<file path="config.mk">
export PLATFORM = sky130hd
export DESIGN_NAME = pc_sequencer
export DESIGN_NICKNAME = d
export VERILOG_FILES = /design/src/rtl/pc_sequencer.sv
export SDC_FILE = /design/constraint.sdc
export NUM_CORES = 1
export LEC_CHECK = 0
export BUFFER_PORTS_ARGS = -buffer_cell sky130_fd_sc_hd__buf_2
export CORE_UTILIZATION = 40
export CTS_CLUSTER_DIAMETER = 100
export DETAILED_ROUTE_END_ITERATION = 10
export GPL_TIMING_DRIVEN = 0
export HOLD_SLACK_MARGIN = 0.08
export PLACE_DENSITY_LB_ADDON = 0.2
export SLEW_MARGIN = 5
export SYNTH_ARGS = -nofsm -noshare
export SYNTH_HDL_FRONTEND = slang
export SYNTH_SLANG_ARGS = --single-unit
</file>
<file path="constraint.sdc">
create_clock -name clk -period 5.5 [get_ports clk]
set_input_delay 0.275 -clock clk [delete_from_list [all_inputs] [get_ports clk]]
set_output_delay 0.275 -clock clk [all_outputs]
set_load 0.03 [all_outputs]
</file>
<file path="src/rtl/pc_sequencer.sv">
// pc_sequencer: program-counter sequencer for the MIPS fetch stage.
// It owns the PC register and the +4 path, selects the next PC from the
// sequential, branch, jump and jump-register sources, and runs the fetch
// handshake with instruction memory. It is the only writer of pc.
//
// Optional feature: define PC_ALIGN_CHECK_EN to force redirect targets onto
// a word boundary and to pulse misalign when a misaligned target is used.
// When the macro is undefined, targets load unmodified and misalign is 0.
//
// Ports:
//   clk          system clock, rising edge
//   clrn         asynchronous active-low reset
//   stall        hazard stall, blocks PC advance
//   pcsrc[1:0]   next-PC select: 00 pc+4, 01 bpc, 10 jpc, 11 rpc
//   bpc/jpc/rpc  redirect targets
//   imem_ready   instruction memory returns data this cycle
//   imem_req     fetch request for address pc (decoded from state)
//   pc           current fetch address (registered)
//   pc4          pc + 4, forced to 0 while clrn is low
//   fetch_valid  fetched instruction consumed this cycle
//   state        FSM state for debug (00 BOOT, 01 FETCH, 10 WAIT, 11 HOLD)
//   misalign     pulse in the cycle a misaligned target is used to advance
module pc_sequencer #(
    parameter logic [31:0] RESET_VECTOR = 32'h0000_0000
) (
    input  logic        clk,
    input  logic        clrn,
    input  logic        stall,
    input  logic [1:0]  pcsrc,
    input  logic [31:0] bpc,
    input  logic [31:0] jpc,
    input  logic [31:0] rpc,
    input  logic        imem_ready,
    output logic        imem_req,
    output logic [31:0] pc,
    output logic [31:0] pc4,
    output logic        fetch_valid,
    output logic [1:0]  state,
    output logic        misalign
);

    localparam int unsigned AW = 32;
    localparam int unsigned SW = 2;

    typedef enum logic [SW-1:0] {
        BOOT  = 2'b00,
        FETCH = 2'b01,
        WAIT  = 2'b10,
        HOLD  = 2'b11
    } state_t;

    state_t          state_q, state_d;
    logic [AW-1:0]   pc_q, pc_d;
    logic            pend_vld_q, pend_vld_d;
    logic [AW-1:0]   pend_pc_q, pend_pc_d;

    logic [AW-1:0]   pc_inc;
    logic [AW-1:0]   live_tgt;
    logic [AW-1:0]   sel_tgt;
    logic [AW-1:0]   load_tgt;
    logic [AW-1:0]   next_pc;
    logic            redirect;
    logic            use_tgt;
    logic            accept;
    logic            advance;

    // Sequential increment; wraps modulo 2^32.
    assign pc_inc = pc_q + AW'(4);

    // Live redirect target mux.
    always_comb begin
        live_tgt = '0;
        unique case (pcsrc)
            2'b01:   live_tgt = bpc;
            2'b10:   live_tgt = jpc;
            2'b11:   live_tgt = rpc;
            default: live_tgt = '0;
        endcase
    end

    // A live redirect this cycle is newer than any pending one, so it wins.
    assign redirect = (pcsrc != 2'b00);
    assign use_tgt  = redirect | pend_vld_q;
    assign sel_tgt  = redirect ? live_tgt : pend_pc_q;

    // Handshake: request is Moore, consumption is combinational.
    assign imem_req    = (state_q == FETCH) || (state_q == WAIT);
    assign accept      = imem_req & imem_ready;
    assign advance     = accept & ~stall;
    assign fetch_valid = advance;

`ifdef PC_ALIGN_CHECK_EN
    // Word-align the loaded target; flag only when the target is consumed.
    assign load_tgt = {sel_tgt[AW-1:2], 2'b00};
    assign misalign = advance & use_tgt & (sel_tgt[1:0] != 2'b00);
`else
    assign load_tgt = sel_tgt;
    assign misalign = 1'b0;
`endif

    assign next_pc = use_tgt ? load_tgt : pc_inc;

    // State, PC and pending-redirect registers.
    always_ff @(posedge clk or negedge clrn) begin
        if (!clrn) begin
            state_q    <= BOOT;
            pc_q       <= RESET_VECTOR;
            pend_vld_q <= 1'b0;
            pend_pc_q  <= '0;
        end else begin
            state_q    <= state_d;
            pc_q       <= pc_d;
            pend_vld_q <= pend_vld_d;
            pend_pc_q  <= pend_pc_d;
        end
    end

    // Next-state, PC load and redirect capture.
    always_comb begin
        state_d    = state_q;
        pc_d       = pc_q;
        pend_vld_d = pend_vld_q;
        pend_pc_d  = pend_pc_q;

        unique case (state_q)
            BOOT: begin
                state_d = FETCH;
            end
            FETCH, WAIT: begin
                if (advance) begin
                    pc_d    = next_pc;
                    state_d = FETCH;
                end else if (accept) begin
                    state_d = HOLD;
                end else begin
                    state_d = WAIT;
                end
            end
            HOLD: begin
                // Address is refetched unchanged once the stall drops.
                if (!stall) begin
                    state_d = FETCH;
                end
            end
            default: begin
                state_d = BOOT;
            end
        endcase

        // Redirects seen without an advance are remembered until the next one.
        if (advance) begin
            pend_vld_d = 1'b0;
        end else if (redirect) begin
            pend_vld_d = 1'b1;
            pend_pc_d  = live_tgt;
        end
    end

    assign pc    = pc_q;
    assign state = state_q;
    assign pc4   = clrn ? pc_inc : '0;

endmodule
</file>
==> flow_summary_export.csv <==
group,metric,value,unit
synth,synth_edf_count,0,
run,max-cap-violations,0,
synth,syn_area_per_cell,9.54,um^2
sta,finalSetupViolCount,0,
clock_network,ctsResizeCount,0,
clock_network,htree_levels,3,
synth,synth_compound_area_share,11.4,%
sta,tns,0,ns
synth,synth_area_leader_cell,"dfrtp_1",
global_route,grt_pass1_vias,4217,
detailed_routing,wl,14.2,mm
synth,ys.warnings.count,0,
clock_network,clkTransAtPathRegs,0.07,ns
worst_hold_path,min_path_cells,2,
layout,nets,752,
global_route,grt_max_degree,53,
placed_design,dp_hpwl,10.3,mm
detailed_routing,vias,4406,
critical_path,crit_chain,"ha_1, nand3_2, nor4_4, nand4_1, xnor2_1, and2_1, buf_2",
critical_path,worstPathMaxFanout,8,
clock_network,clk_latency,0.35,ns
synth,synth_top_area_share,37.6,%
sta,hold_slack,0.158,ns
outcome,status,"finished clean",
clock_network,cts_tree,"built",
floorplan,die_h,108,um
sta,slew_viol_final,0,
synth,synth_top_family_by_area,"simple AND/OR/NAND/NOR gates",
floorplan,initial_core_util,41.2,%
detailed_routing,ant_nets,0,
clock_network,cts.sinks,67,
detailed_routing,vias_per_cell,5.56,
synth,synthTopCellsByArea,"dfrtp_1 (38%), mux4_2 (16%), nand2_1 (9.7%)",
layout,syn_to_final_growth,27.6,%
clock_network,root_buffer,"clkbuf_8",
layout,drive_gt1_share,36.2,%
floorplan,io_pins,171,
worst_hold_path,hp-class,"in2reg",
synth,synthArstFlopShare,100,%
power_and_ir_drop,ir_worst_vdd,0.207,mV
detailed_routing,first_iter_violations,317,
sta,fin_crit_sh,57.2,%
detailed_routing,drc,0,
critical_path,cp.arrival,2.87,ns
sta,worst_pin_slew,0.858,ns
floorplan,die_w,108,um
clock_network,cts_buffers,9,
critical_path,reg2reg_depth,6,
global_route,groute.usage.overall,25.4,%
placed_design,dpl.cell_count,776,
synth,synth_ff_type,"dfrtp_1",
placed_design,io_buffer_count,167,
synth,synth_adder_area_share,0.561,%
critical_path,start_kind,"register",
synth,synthCells,468,
detailed_routing,first_pass_iters,5,
floorplan,core-area,10800,um^2
power_and_ir_drop,powerDensity,488,nW/um^2
critical_path,crit_path_top_delay_cell,"nor4_4",
sta,hold_viol,0,
global_route,grt_pass1_wl,21.9,mm
layout,fin_cells,792,
sta,relSlewSlack,42.8,%
sta,fmax,318,MHz
synth,ys_seq_elements,67,
floorplan,dieArea,11600,um^2
synth,seq_area_frac_synth,37.6,%
synth,synthSimpleGateAreaFrac,24.3,%
placed_design,gp_congestion,0.827,
global_route,antenna_found_initial,1,
detailed_routing,wl_per_cell,17.9,um
power_and_ir_drop,cellLeakagePower,2.66,nW
critical_path,crit_required,5.22,ns
synth,synthMuxAreaShare,17.2,%
global_route,grt_overflow_total,0,
synth,syn_nets,572,
critical_path,worst_path_largest_cell_delay,0.61,ns
layout,stdcell_area,5690,um^2
floorplan,rows,38,
sta,min_period,3.14,ns
sta,finClkSkew,0.0116,ns
critical_path,worstSetupPathType,"reg2out",
sta,rsz0062_at_grt,"false",
synth,synth-xor-area-share,5.30,%
clock_network,cts_buffer_depth,2,
synth,synth_cell_type_count,42,
synth,syn_area,4460,um^2
layout,diodes,0,
critical_path,end_kind,"primary output",
placed_design,placed_cell_area,5510,um^2
path summary, 6_finish.rpt:
kind                                            end                     start  slack (ns)
max in group asynchronous  pend_pc_q[4]$_DFFE_PN0N_                      clrn        4.56
min in group asynchronous         pc[6]$_DFFE_PN0P_                      clrn        0.37
hold / removal                 state[1]$_DFFE_PN0P_                     stall        0.16
setup reg to reg                 pc[23]$_DFFE_PN0P_      state[0]$_DFFE_PN0P_        2.93
hold reg to reg            pend_pc_q[2]$_DFFE_PN0N_  pend_pc_q[2]$_DFFE_PN0N_        0.47
setup / recovery                            pc4[28]         pc[2]$_DFFE_PN0P_        2.36
flip-flops by register name, indices dropped and copies added, names as in the netlist:
register / cells
pend_vld_q: 1
pc: 32
state: 2
pend_pc_q: 32
per-layer routing:
metal | routed length, um | global-route usage [%] | up-vias
li1 | - | - | 2048
met1 | 6110 | 33.0 | 2130
met2 | 6710 | 40.9 | 198
met3 | 1040 | 5.08 | 28
met4 | 322 | 11.2 | 2
met5 | 13 | 0 | -
synthesized netlist by cell type, drive strengths merged, types with 4 or more instances:
library cell and number:
a21oi 13, a22oi 20, and2 30, and3 6, and4 5, buf 9, clkbuf 29, dfrtp 67
mux2 4, mux4 32, nand2 115, nand3 28, nand4 10, nor2 18, o21ai 16, o22ai 4
o311ai 15, xnor2 20, xor2 7
cell usage in the layout, fill, tap and decap left out, drive strengths merged:
master / n
a21boi: 1
a21oi: 13
a221o: 1
a22oi: 20
a2bb2oi: 2
a31oi: 1
and2: 30
and3: 6
and4: 5
buf: 177
clkbuf: 42
clkinv: 3
conb: 1
dfrtp: 67
dlygate4sd3: 1
ha: 2
mux2: 4
mux4: 32
nand2: 115
nand2b: 1
nand3: 28
nand3b: 1
nand4: 10
nor2: 18
nor2b: 1
nor3: 2
nor4: 2
o21ai: 16
o22ai: 4
o2bb2ai: 2
o311ai: 15
or3: 2
xnor2: 20
xor2: 7
metrics by stage:
stage	worst slack, ns	total power (W)	util [%]
3_5_place_dp	2.75	0.00240	50.8
6_report	2.36	0.00278	52.5
4_1_cts	2.36	0.00279	52.5
3_3_place_gp	2.70	0.00236	50.5
5_1_grt	2.14	0.00296	52.5
2_1_floorplan	3.08	0.00194	-
power by group:
group / switching, W / internal [W]
sequential: 0.000234 / 0.000699
clock: 0.000189 / 0.000197
combinational: 0.000923 / 0.000538
cell families after synthesis:
logic type               after synthesis
XOR/XNOR                              27
other                                  1
flip-flops                            67
AO/OA/AOI/OAI                         75
buffers and inverters                 39
AND/OR/NAND/NOR                      221
multiplexers                          36
adder cells (fa/ha/maj)                2
critical path, delay by kind of cell (launching register included):
kind                     cells  cell delay, ns
AND/OR/NAND/NOR              4            1.28
flip-flops                   1            0.52
adder cells (fa/ha/maj)      1            0.31
XOR/XNOR                     1            0.20
buffers and inverters        1            0.19
cell type report:
type	instances	area, um^2
Tap cell	140	175
Inverter	1	3.75
Fill cell	1026	5150
Clock inverter	2	10.0
Buffer	38	158
Sequential cell	67	1680
Multi-Input combinational cell	362	2630
Clock buffer	13	169
Timing Repair Buffer	169	876
timing repair:
action,4_1_cts,5_1_grt
hold buffers,1,0
endpoints found under the hold margin,19,0
buffers inserted,0,0
Note: power is estimated with default switching activity, not from simulation.
